### config.mk
export PLATFORM = sky130hd
export DESIGN_NAME = band_gain_sched
export DESIGN_NICKNAME = d
export VERILOG_FILES = /design/src/rtl/band_gain_sched.sv
export SDC_FILE = /design/constraint.sdc
export NUM_CORES = 2
export LEC_CHECK = 0
export CAP_MARGIN = 20
export CORE_ASPECT_RATIO = 0.6
export CORE_MARGIN = 8
export CORE_UTILIZATION = 25
export CTS_CLUSTER_SIZE = 40
export DETAILED_ROUTE_END_ITERATION = 16
export GPL_ROUTABILITY_DRIVEN = 1
export GPL_TIMING_DRIVEN = 0
export PLACE_DENSITY = 0.51
export SLEW_MARGIN = 20
export SYNTH_ARGS = -nofsm -noshare
export SYNTH_HDL_FRONTEND = slang
export SYNTH_SLANG_ARGS = --single-unit
### constraint.sdc
create_clock -name clk -period 16.1 [get_ports clk]
set_clock_uncertainty 0.15 [all_clocks]
set_input_delay 1.61 -clock clk [delete_from_list [all_inputs] [get_ports clk]]
set_output_delay 1.61 -clock clk [all_outputs]
set_load 0.01 [all_outputs]
### src/rtl/band_gain_sched.sv
// band_gain_sched: time-multiplexed gain scheduler. One signed 17x17
// multiplier squares the band pots, scales the ten band samples and applies
// volume in an 18-cycle pass. It also owns the amplifier-enable timeout.
module band_gain_sched #(
  parameter int unsigned AMP_TO = 4800
) (
  input  logic               clk,
  input  logic               rst,
  input  logic               start,
  input  logic signed [15:0] lp_L,
  input  logic signed [15:0] b1_L,
  input  logic signed [15:0] b2_L,
  input  logic signed [15:0] b3_L,
  input  logic signed [15:0] hp_L,
  input  logic signed [15:0] lp_R,
  input  logic signed [15:0] b1_R,
  input  logic signed [15:0] b2_R,
  input  logic signed [15:0] b3_R,
  input  logic signed [15:0] hp_R,
  input  logic        [11:0] POT_LP,
  input  logic        [11:0] POT_B1,
  input  logic        [11:0] POT_B2,
  input  logic        [11:0] POT_B3,
  input  logic        [11:0] POT_HP,
  input  logic        [11:0] POT_VOL,
  output logic signed [15:0] lft_out,
  output logic signed [15:0] rht_out,
  output logic               out_vld,
  output logic               busy,
  output logic               ovr,
  output logic               amp_on
);

  localparam int unsigned CW = $clog2(AMP_TO + 1);

  typedef enum logic [2:0] {IDLE, CAP, SQR, MAC, VOL} state_t;

  state_t             state, state_nxt;
  logic signed [15:0] smp [10];
  logic        [11:0] pot [5];
  logic        [11:0] gain [5];
  logic        [11:0] vol;
  logic        [3:0]  idx;
  logic        [2:0]  band;
  logic signed [18:0] acc, acc_nxt;
  logic signed [15:0] ch_l, ch_r, vol_l;
  logic signed [16:0] mul_a, mul_b;
  logic signed [33:0] prod, p11, p12, acc_ext;
  logic signed [15:0] term, vres, ch_sat;
  logic               last, accept;
  logic [CW-1:0]      cnt;

  function automatic logic signed [15:0] sat16(input logic signed [33:0] x);
    if (x > 34'sd32767)       return 16'sh7fff;
    else if (x < -34'sd32768) return 16'sh8000;
    else                      return x[15:0];
  endfunction

  // Band index within the current channel and pass-completion detection.
  // The DONE output load is folded into the final VOL edge so busy drops
  // there and a start on that same edge is accepted back-to-back.
  always_comb begin
    band   = (idx >= 4'd5) ? 3'(idx - 4'd5) : idx[2:0];
    last   = (state == VOL) && (idx == 4'd1);
    accept = start && ((state == IDLE) || last);
    busy   = (state != IDLE);
  end

  // Shared multiplier operand select.
  always_comb begin
    mul_a = '0;
    mul_b = '0;
    case (state)
      SQR: begin
        mul_a = {5'b0, pot[band]};
        mul_b = {5'b0, pot[band]};
      end
      MAC: begin
        mul_a = {smp[idx][15], smp[idx]};
        mul_b = {5'b0, gain[band]};
      end
      VOL: begin
        mul_a = (idx == 4'd0) ? {ch_l[15], ch_l} : {ch_r[15], ch_r};
        mul_b = {5'b0, vol};
      end
      default: ;
    endcase
  end

  // Product scaling, saturation and accumulator update.
  always_comb begin
    prod    = mul_a * mul_b;
    p11     = prod >>> 11;
    p12     = prod >>> 12;
    term    = sat16(p11);
    vres    = sat16(p12);
    acc_nxt = (band == 3'd0) ? {{3{term[15]}}, term} : acc + {{3{term[15]}}, term};
    acc_ext = {{15{acc_nxt[18]}}, acc_nxt};
    ch_sat  = sat16(acc_ext);
  end

  // Next-state logic for the pass sequencer.
  always_comb begin
    state_nxt = state;
    case (state)
      IDLE: if (accept) state_nxt = CAP;
      CAP:  state_nxt = SQR;
      SQR:  if (idx == 4'd4) state_nxt = MAC;
      MAC:  if (idx == 4'd9) state_nxt = VOL;
      VOL:  if (last) state_nxt = accept ? CAP : IDLE;
      default: state_nxt = IDLE;
    endcase
  end

  // State register.
  always_ff @(posedge clk) begin
    if (rst) state <= IDLE;
    else     state <= state_nxt;
  end

  // Capture, datapath registers, outputs and overrun flag.
  always_ff @(posedge clk) begin
    if (rst) begin
      smp     <= '{default: '0};
      pot     <= '{default: '0};
      gain    <= '{default: '0};
      vol     <= '0;
      idx     <= '0;
      acc     <= '0;
      ch_l    <= '0;
      ch_r    <= '0;
      vol_l   <= '0;
      lft_out <= '0;
      rht_out <= '0;
      out_vld <= 1'b0;
      ovr     <= 1'b0;
    end else begin
      out_vld <= last;
      if (start && !accept) ovr <= 1'b1;
      if (accept) begin
        smp <= '{lp_L, b1_L, b2_L, b3_L, hp_L, lp_R, b1_R, b2_R, b3_R, hp_R};
        pot <= '{POT_LP, POT_B1, POT_B2, POT_B3, POT_HP};
        vol <= POT_VOL;
      end
      case (state)
        CAP: idx <= '0;
        SQR: begin
          gain[band] <= prod[23:12];
          idx        <= (idx == 4'd4) ? 4'd0 : idx + 4'd1;
        end
        MAC: begin
          acc <= acc_nxt;
          if (idx == 4'd4) ch_l <= ch_sat;
          if (idx == 4'd9) ch_r <= ch_sat;
          idx <= (idx == 4'd9) ? 4'd0 : idx + 4'd1;
        end
        VOL: begin
          if (idx == 4'd0) vol_l <= vres;
          if (last) begin
            lft_out <= vol_l;
            rht_out <= vres;
          end
          idx <= idx + 4'd1;
        end
        default: ;
      endcase
    end
  end

  // Amplifier enable: set by each result, cleared when no start has been
  // seen for AMP_TO clocks; a coincident result keeps it on.
  always_ff @(posedge clk) begin
    if (rst) begin
      cnt    <= '0;
      amp_on <= 1'b0;
    end else begin
      if (start)                 cnt <= '0;
      else if (cnt != CW'(AMP_TO)) cnt <= cnt + 1'b1;
      if (last)                                        amp_on <= 1'b1;
      else if (!start && (cnt == CW'(AMP_TO - 1)))     amp_on <= 1'b0;
    end
  end

endmodule

=== After elaboration in Yosys (flattened, before gate mapping) ===
Index checks and enable logic that the tools add are counted.

* Register bits: 414
* Output and inout bits: 36
* Word-level logic and storage cells: 117

* Add/sub/neg operators: 4
* Multipliers: 1
* Order comparisons: 10
* Equality and inequality tests: 13
* Muxes and demuxes: 34
* Bitwise operators: 2
* Reductions and logical operators: 20

{| class="wikitable"
|+ Operators by type and width
! kind !! number
|-
| 2-to-1 mux 16 bit || 8
|-
| binary-select mux 12 bit (select 3 bit) || 2
|-
| binary-select mux 16 bit (select 4 bit) || 1
|-
| bitwise mux 60 bit || 1
|-
| 2-to-1 mux 12 bit || 5
|-
| case mux 17 bit (3 select lines) || 1
|-
| greater-than comparator 19 x 16 -> 1 bit, second input constant || 2
|-
| < comparator 19 x 16 -> 1 bit, second input constant || 2
|-
| demux 12 bit (select 3 bit) || 1
|-
| case mux 12 bit (3 select lines) || 1
|-
| multiplier 17 x 13 -> 30 bit || 1
|-
| adder 19 bit || 1
|-
| 2-to-1 mux 19 bit || 1
|-
| greater-than comparator 18 x 16 -> 1 bit, second input constant || 1
|-
| < comparator 18 x 16 -> 1 bit, second input constant || 1
|-
| 2-to-1 mux 17 bit || 1
|-
| case mux 4 bit (4 select lines) || 1
|-
| 2-to-1 mux 3 bit || 5
|-
| case mux 3 bit (5 select lines) || 1
|-
| adder 13 x 1 -> 13 bit, second input constant || 1
|-
| == test 13 bit, second input constant || 1
|-
| inequality test 13 bit, second input constant || 1
|-
| 2-to-1 mux 4 bit || 2
|-
| inequality test 2 bit, second input constant || 4
|-
| other kinds (26) || 38
|}

=== Depth between registers and ports, before layout ===
* Word-level depth: 16
* Mapped depth: 57
* Mapped depth without buffers: 49

=== Worst setup path before layout ===
No wires, ideal clock.

* Kind: register -> register
* Start: register idx[1]
* End: register ch_l[11]
* Library setup time: 0.142 ns
* Data arrival time: 11.729 ns
* Data required time: 15.808 ns
* Slack: 4.080 ns
* Stages on the path, launching flop included: 50
* Path buffers: 9
* Cells stage by stage: dfxtp_1 clkbuf_1 clkbuf_1 inv_1 ha_1 nand2b_4 a211oi_4 or2_1 buf_4 buf_6 clkbuf_1 a22oi_1 o22ai_1 nand3_1 nand3_1 clkbuf_1 nand2_1 fa_1 [14 not listed] o2111ai_1 o211ai_2 inv_2 buf_1 a21oi_1 ha_1 or3_1 or4_1 a31oi_1 nor3_1 a2111o_1 a21oi_1 xnor2_1 xnor2_1 nor3_2 a21oi_1 buf_2 a311oi_1

* Cells in the longest elaborated chain, start to end: 16
* Elaborated cells between the ends (all ways): 32
* Classes of those cells: 2 x add/sub; 1 x mul; 5 x order compare; 1 x eq/ne; 18 x mux; 2 x bitwise; 3 x reduce/logical

{| class="wikitable"
|+ Ends and longest elaborated chain
! item !! RTL line !! source
|-
| start, declared || 43 || <nowiki>logic [3:0] idx;</nowiki>
|-
| start signal, assigned || 149 || <nowiki>idx <= (idx == 4'd4) ? 4'd0 : idx + 4'd1;</nowiki>
|-
| start signal, assigned || 155 || <nowiki>idx <= (idx == 4'd9) ? 4'd0 : idx + 4'd1;</nowiki>
|-
| start signal, assigned || 163 || <nowiki>idx <= idx + 4'd1;</nowiki>
|-
| greater-or-equal comparator 4 x 3 -> 1 bit / subtractor 3 bit (equally long branches) || 63 || <nowiki>band = (idx >= 4'd5) ? 3'(idx - 4'd5) : idx[2:0];</nowiki>
|-
| 2-to-1 mux 3 bit || 63 ||
|-
| NOT 3 -> 4 bit (implied by the code) || 75, 76, 80 ||
|-
| binary-select mux 12 bit (select 3 bit) (on tied branches) || 75, 76, 80 ||
|-
| 2-to-1 mux 12 bit (on tied branches) (2 in series) || 75, 76, 80 ||
|-
| case mux 17 bit (3 select lines) / case mux 12 bit (3 select lines) (equally long branches) || 73 || <nowiki>case (state)</nowiki>
|-
| multiplier 17 x 13 -> 30 bit || 92 || <nowiki>prod = mul_a * mul_b;</nowiki>
|-
| < comparator 19 x 16 -> 1 bit || 55 || <nowiki>else if (x < -34'sd32768) return 16'sh8000;</nowiki>
|-
| 2-to-1 mux 16 bit || 55 ||
|-
| 2-to-1 mux 16 bit || 54 || <nowiki>if (x > 34'sd32767) return 16'sh7fff;</nowiki>
|-
| adder 19 bit || 97 || <nowiki>acc_nxt = (band == 3'd0) ? {{3{term[15]}}, term} : acc + {{3{term[15]}}, term};</nowiki>
|-
| 2-to-1 mux 19 bit || 97 ||
|-
| < comparator 19 x 16 -> 1 bit || 55 ||
|-
| 2-to-1 mux 16 bit || 55 ||
|-
| 2-to-1 mux 16 bit || 54 ||
|-
| end signal, assigned || 153 || <nowiki>if (idx == 4'd4) ch_l <= ch_sat;</nowiki>
|-
| end, declared || 46 || <nowiki>logic signed [15:0] ch_l, ch_r, vol_l;</nowiki>
|}

Parallel ways exist; a longest one is shown, timed or not. The select of a mux whose other input is x is not followed.
A chain may end at the register's enable or synchronous reset.

=== Final worst setup path ===
* Start: register idx[1]
* End: register ch_r[11]

* Cells in the longest elaborated chain, start to end: 16
* Elaborated cells between the ends (all ways): 32
* Classes of those cells: 2 x add/sub; 1 x mul; 5 x order compare; 1 x eq/ne; 18 x mux; 2 x bitwise; 3 x reduce/logical

{| class="wikitable"
|+ Ends and longest elaborated chain
! item !! RTL line !! source
|-
| greater-or-equal comparator 4 x 3 -> 1 bit / subtractor 3 bit (equally long branches) || 63 ||
|-
| 2-to-1 mux 3 bit || 63 ||
|-
| NOT 3 -> 4 bit (implied by the code) || 75, 76, 80 ||
|-
| binary-select mux 12 bit (select 3 bit) (on tied branches) || 75, 76, 80 ||
|-
| 2-to-1 mux 12 bit (on tied branches) (2 in series) || 75, 76, 80 ||
|-
| case mux 17 bit (3 select lines) / case mux 12 bit (3 select lines) (equally long branches) || 73 ||
|-
| multiplier 17 x 13 -> 30 bit || 92 ||
|-
| < comparator 19 x 16 -> 1 bit || 55 ||
|-
| 2-to-1 mux 16 bit || 55 ||
|-
| 2-to-1 mux 16 bit || 54 ||
|-
| adder 19 bit || 97 ||
|-
| 2-to-1 mux 19 bit || 97 ||
|-
| < comparator 19 x 16 -> 1 bit || 55 ||
|-
| 2-to-1 mux 16 bit || 55 ||
|-
| 2-to-1 mux 16 bit || 54 ||
|-
| end signal, assigned || 154 || <nowiki>if (idx == 4'd9) ch_r <= ch_sat;</nowiki>
|-
| end, declared || 46 ||
|}

Parallel ways exist; a longest one is shown, timed or not. The select of a mux whose other input is x is not followed.

==> impl_metrics.toml <==
[status]
status = "finished clean"

[setup_path]
cpMaxStageDelayCell = "sky130_fd_sc_hd__fa_1"
timing.setup.critical_path_class = "flop to flop"
critical_path.n_buffers_inverters = 14
critPathCaptureType = "flop"
cp_data_arrival_time_ns = 15.82
critPathLaunchType = "flop"
cp_data_required_time_ns = 16.37
critPathMaxFanout = 10
max_stage_delay_ns = 0.54
crit_top_cell = "sky130_fd_sc_hd__fa_1"
worst_path_dominant_cell_family = "compound AO/OA/AOI/OAI gates"

[cts]
total_clock_sinks = 414
clock_tree.htree_level_count = 2
tritoncts = "yes"
worst_setup_hold_path_clk_slew_ns = 0.07
cts_buffers = 38
clock_insertion_delay_worst_skew_ns = 0.59
root_buffer = "sky130_fd_sc_hd__clkbuf_16"
maximum_buffer_depth_of_the_clock_tree = 3

[power]
internal_power_uw = 2040
sw_frac_of_total_pct = 40.6
part_of_the_power_in_combinational_logic_pct = 36.7
pwr-share-clk_pct = 27.7
totalPowerFinal_uw = 3440
p_leak_uw = 0.0129
net_switching_power_uw = 1400
vdd_ir_drop_max_v = 0.0000581
seq_power_share_pct = 35.6
power.density_cell_area_mw_per_mm2 = 105

[floorplanning]
die_y_um = 270
starting_density_pct = 25.1
io_pins = 271
fp-row-count = 93
fp.dieArea_sq_mm = 0.118
die_width_um = 439
core_area_sq_mm = 0.107

[route]
route.detailed.vias_per_inst = 4.96
via_count = 25400
first_pass_iters = 5
drcViolationCount = 0
wirelength_mm = 114
drt-initial-drc-count = 2787
postRouteAntennaNets = 0
routedWlPerCell_um = 22.3

[yosys]
synth-simple-area-share_pct = 20.1
ys_dominant_reg_cell = "sky130_fd_sc_hd__dfxtp_1"
number_of_enable_flip_flop_cells_after_synthesis = 0
async_s_r_ff_share_synth_pct = 0
post-synth-top-area-fraction_pct = 30.9
synth-xor-area-share_pct = 1.69
postSynthCellCount = 3360
synth_largest_area_cell = "sky130_fd_sc_hd__dfxtp_1"
synth.mux.area_fraction_pct = 4.54
synth_seq_area_share_pct = 30.9
postSynthNetCount = 3864
synth.top_cells.by_area = "sky130_fd_sc_hd__dfxtp_1, sky130_fd_sc_hd__fa_1, sky130_fd_sc_hd__nand2_1"
area_fraction_in_compound_gates_after_synthesis_pct = 18.0
synth_top_cells_by_count = "sky130_fd_sc_hd__nand2_1, sky130_fd_sc_hd__dfxtp_1, sky130_fd_sc_hd__a21oi_1, sky130_fd_sc_hd__inv_1, sky130_fd_sc_hd__clkbuf_1"
postSynthAreaPerCell_sq_um = 7.98
post_synthesis_share_of_cell_area_spent_on_full_adders_half_adders_and_majority_gates_pct = 17.6
post-synth-top-count-cell = "sky130_fd_sc_hd__nand2_1"
syn-cell-area_sq_mm = 0.0268
yosys_warnings = 0
synth_cell_types = 87
main_combinational_cell_family_by_area_after_synthesis = "simple AND/OR/NAND/NOR gates"
ys_ff_latch = 414

[job]
maxCapViolations = 0

[cells_and_area]
final_cells = 5129
fin_nets = 4179
post-route-util_pct = 30.6
flow.area_growth_from_synthesis_pct = 22.1
post_route_cells_drive_above_1_share_pct = 5.56
fillCellCount = 11600

[timing]
rsz0062_at_grt = "false"
worst_rel_slew_slack_pct = 21.2
max_freq_mhz = 64.3
worst_slew_pin_slew_ns = 1.18
setup_viol = 0
slew_violations = 0
totalNegativeSetupSlack_ns = 0
final.period_utilization_pct = 96.6
hold_violations = 0
layout_min_cycle_time_ns = 15.55

[placement]
port-buffer-count = 269
place.gp.congestion = 0.955
place_hpwl_mm = 93.7
placed_cells_incl_taps = 5058

[grt]
grt_antenna_before_repair = 3
grt-ovfl-total = 0
grt_first_pass_wirelength_mm = 165
grt_max_degree = 16
grt_util_all_layers_pct = 18.5
first_global_vias = 24000

[min_path]
hold_class = "flop to flop"
==> registers in the layout, summed over array words and instances, names as in the netlist <==
register / flops
smp: 160
gain: 60
pot: 60
acc: 19
ch_l: 16
ch_r: 16
lft_out: 16
rht_out: 16
vol_l: 16
cnt: 13
vol: 12
idx: 4
state: 3
amp_on: 1
out_vld: 1
ovr: 1
==> kinds of logic (layout without fill, tap and decap cells) <==
kind of cell	Yosys count	after routing
flip-flops	414	414
buffers and inverters	502	845
AND/OR/NAND/NOR	1271	1271
other	0	1
multiplexers	83	83
adder cells (fa/ha/maj)	269	269
XOR/XNOR	50	50
AO/OA/AOI/OAI	771	771
==> path summary, 6_finish.rpt <==
path,startpoint,endpoint,cells after the start,slack [ns]
worst max-delay path,idx[1],ch_r[11],53,0.55
worst min-delay path,gain[46],gain[46],2,0.30
worst max register to register,idx[1],ch_r[11],53,0.55
worst min register to register,gain[46],gain[46],2,0.30
==> cell usage in the layout (no fill, tap or decap), types with 7 or more instances in the layout <==
cell type | Yosys | routed
sky130_fd_sc_hd__fa_1 | 181 | 181
sky130_fd_sc_hd__nand2_1 | 827 | 825
sky130_fd_sc_hd__o22ai_1 | 37 | 37
sky130_fd_sc_hd__clkinv_2 | 0 | 7
sky130_fd_sc_hd__a211oi_1 | 49 | 49
sky130_fd_sc_hd__a22oi_1 | 23 | 23
sky130_fd_sc_hd__ha_1 | 88 | 88
sky130_fd_sc_hd__clkdlybuf4s50_1 | 0 | 269
sky130_fd_sc_hd__xnor2_1 | 29 | 24
sky130_fd_sc_hd__a311oi_1 | 20 | 20
sky130_fd_sc_hd__a31o_2 | 7 | 7
sky130_fd_sc_hd__buf_2 | 15 | 16
sky130_fd_sc_hd__dfxtp_1 | 414 | 414
sky130_fd_sc_hd__inv_1 | 269 | 269
sky130_fd_sc_hd__nand3_1 | 68 | 65
sky130_fd_sc_hd__nor2b_1 | 14 | 14
sky130_fd_sc_hd__and3_1 | 15 | 15
sky130_fd_sc_hd__a21o_1 | 32 | 32
sky130_fd_sc_hd__and2_1 | 69 | 69
sky130_fd_sc_hd__o221a_2 | 11 | 11
sky130_fd_sc_hd__mux2i_1 | 52 | 52
sky130_fd_sc_hd__xor2_1 | 19 | 16
sky130_fd_sc_hd__clkbuf_1 | 200 | 190
sky130_fd_sc_hd__a31oi_1 | 23 | 23
sky130_fd_sc_hd__buf_1 | 12 | 8
sky130_fd_sc_hd__mux4_2 | 31 | 31
sky130_fd_sc_hd__nor3_1 | 19 | 17
sky130_fd_sc_hd__clkbuf_16 | 0 | 39
sky130_fd_sc_hd__a21boi_0 | 7 | 7
sky130_fd_sc_hd__o21ai_0 | 44 | 43
sky130_fd_sc_hd__clkbuf_8 | 0 | 7
sky130_fd_sc_hd__clkbuf_2 | 0 | 23
sky130_fd_sc_hd__o211ai_1 | 25 | 25
sky130_fd_sc_hd__a21oi_1 | 404 | 403
sky130_fd_sc_hd__nor2_1 | 185 | 182
sky130_fd_sc_hd__nand2b_1 | 16 | 16
sky130_fd_sc_hd__o21a_1 | 15 | 15
==> power groups by stage <==
stage	combinational [uW]	sequential (uW)	clock, uW
global route	1350	1240	1010
CTS	1220	1220	961
floorplan	728	1210	0
finish	1260	1230	954
global placement	1210	1240	0
detailed placement	1220	1240	0
==> worst register-to-register path: cells and delay by family (launching register included) <==
| family | cells | cell delay [ns] |
|---|---|---|
| compound gates | 15 | 4.48 |
| buf+inv | 14 | 3.80 |
| fa+ha+maj | 9 | 3.70 |
| flops | 1 | 0.44 |
| simple gates | 13 | 2.33 |
| xor+xnor | 2 | 0.46 |
==> per-layer routing <==
metal | track usage (%) | part of all wire (%)
met3 | 7.27 | 12
met1 | 29.8 | 51
met5 | 0.579 | 0.12
met4 | 1.87 | 1.0
met2 | 22.7 | 36
==> area by class of cell <==
type	instances	area, sq um	area share, %
Clock buffer	57	1110	3.40
Clock inverter	11	120	0.367
Timing Repair Buffer	275	2750	8.41
Antenna cell	1	2.50	0.00764
Sequential cell	414	8290	25.3
Tap cell	1425	1780	5.45
Inverter	271	1020	3.11
Multi-Input combinational cell	2444	16700	51.1
Buffer	231	941	2.87
==> metrics by stage <==
step / worst slack (ns) / hold WS, ns / cell area [sq um]
global route: 0.0497 / 0.317 / 32700
global placement: -0.743 / 0.292 / 31300
floorplan: 4.08 / 0.281 / 26800
finish: 0.551 / 0.303 / 32700
detailed placement: -0.446 / 0.293 / 31400
CTS: 0.126 / 0.303 / 32600
==> timing repair <==
action                                  in CTS  in global routing
hold buffers                                 0                  0
endpoints found under the setup margin      28                 33
resized for setup                            2                 49
buffers inserted                             0                  2
pin swaps                                    0                  1
Note: power is estimated with default switching activity, not from simulation.
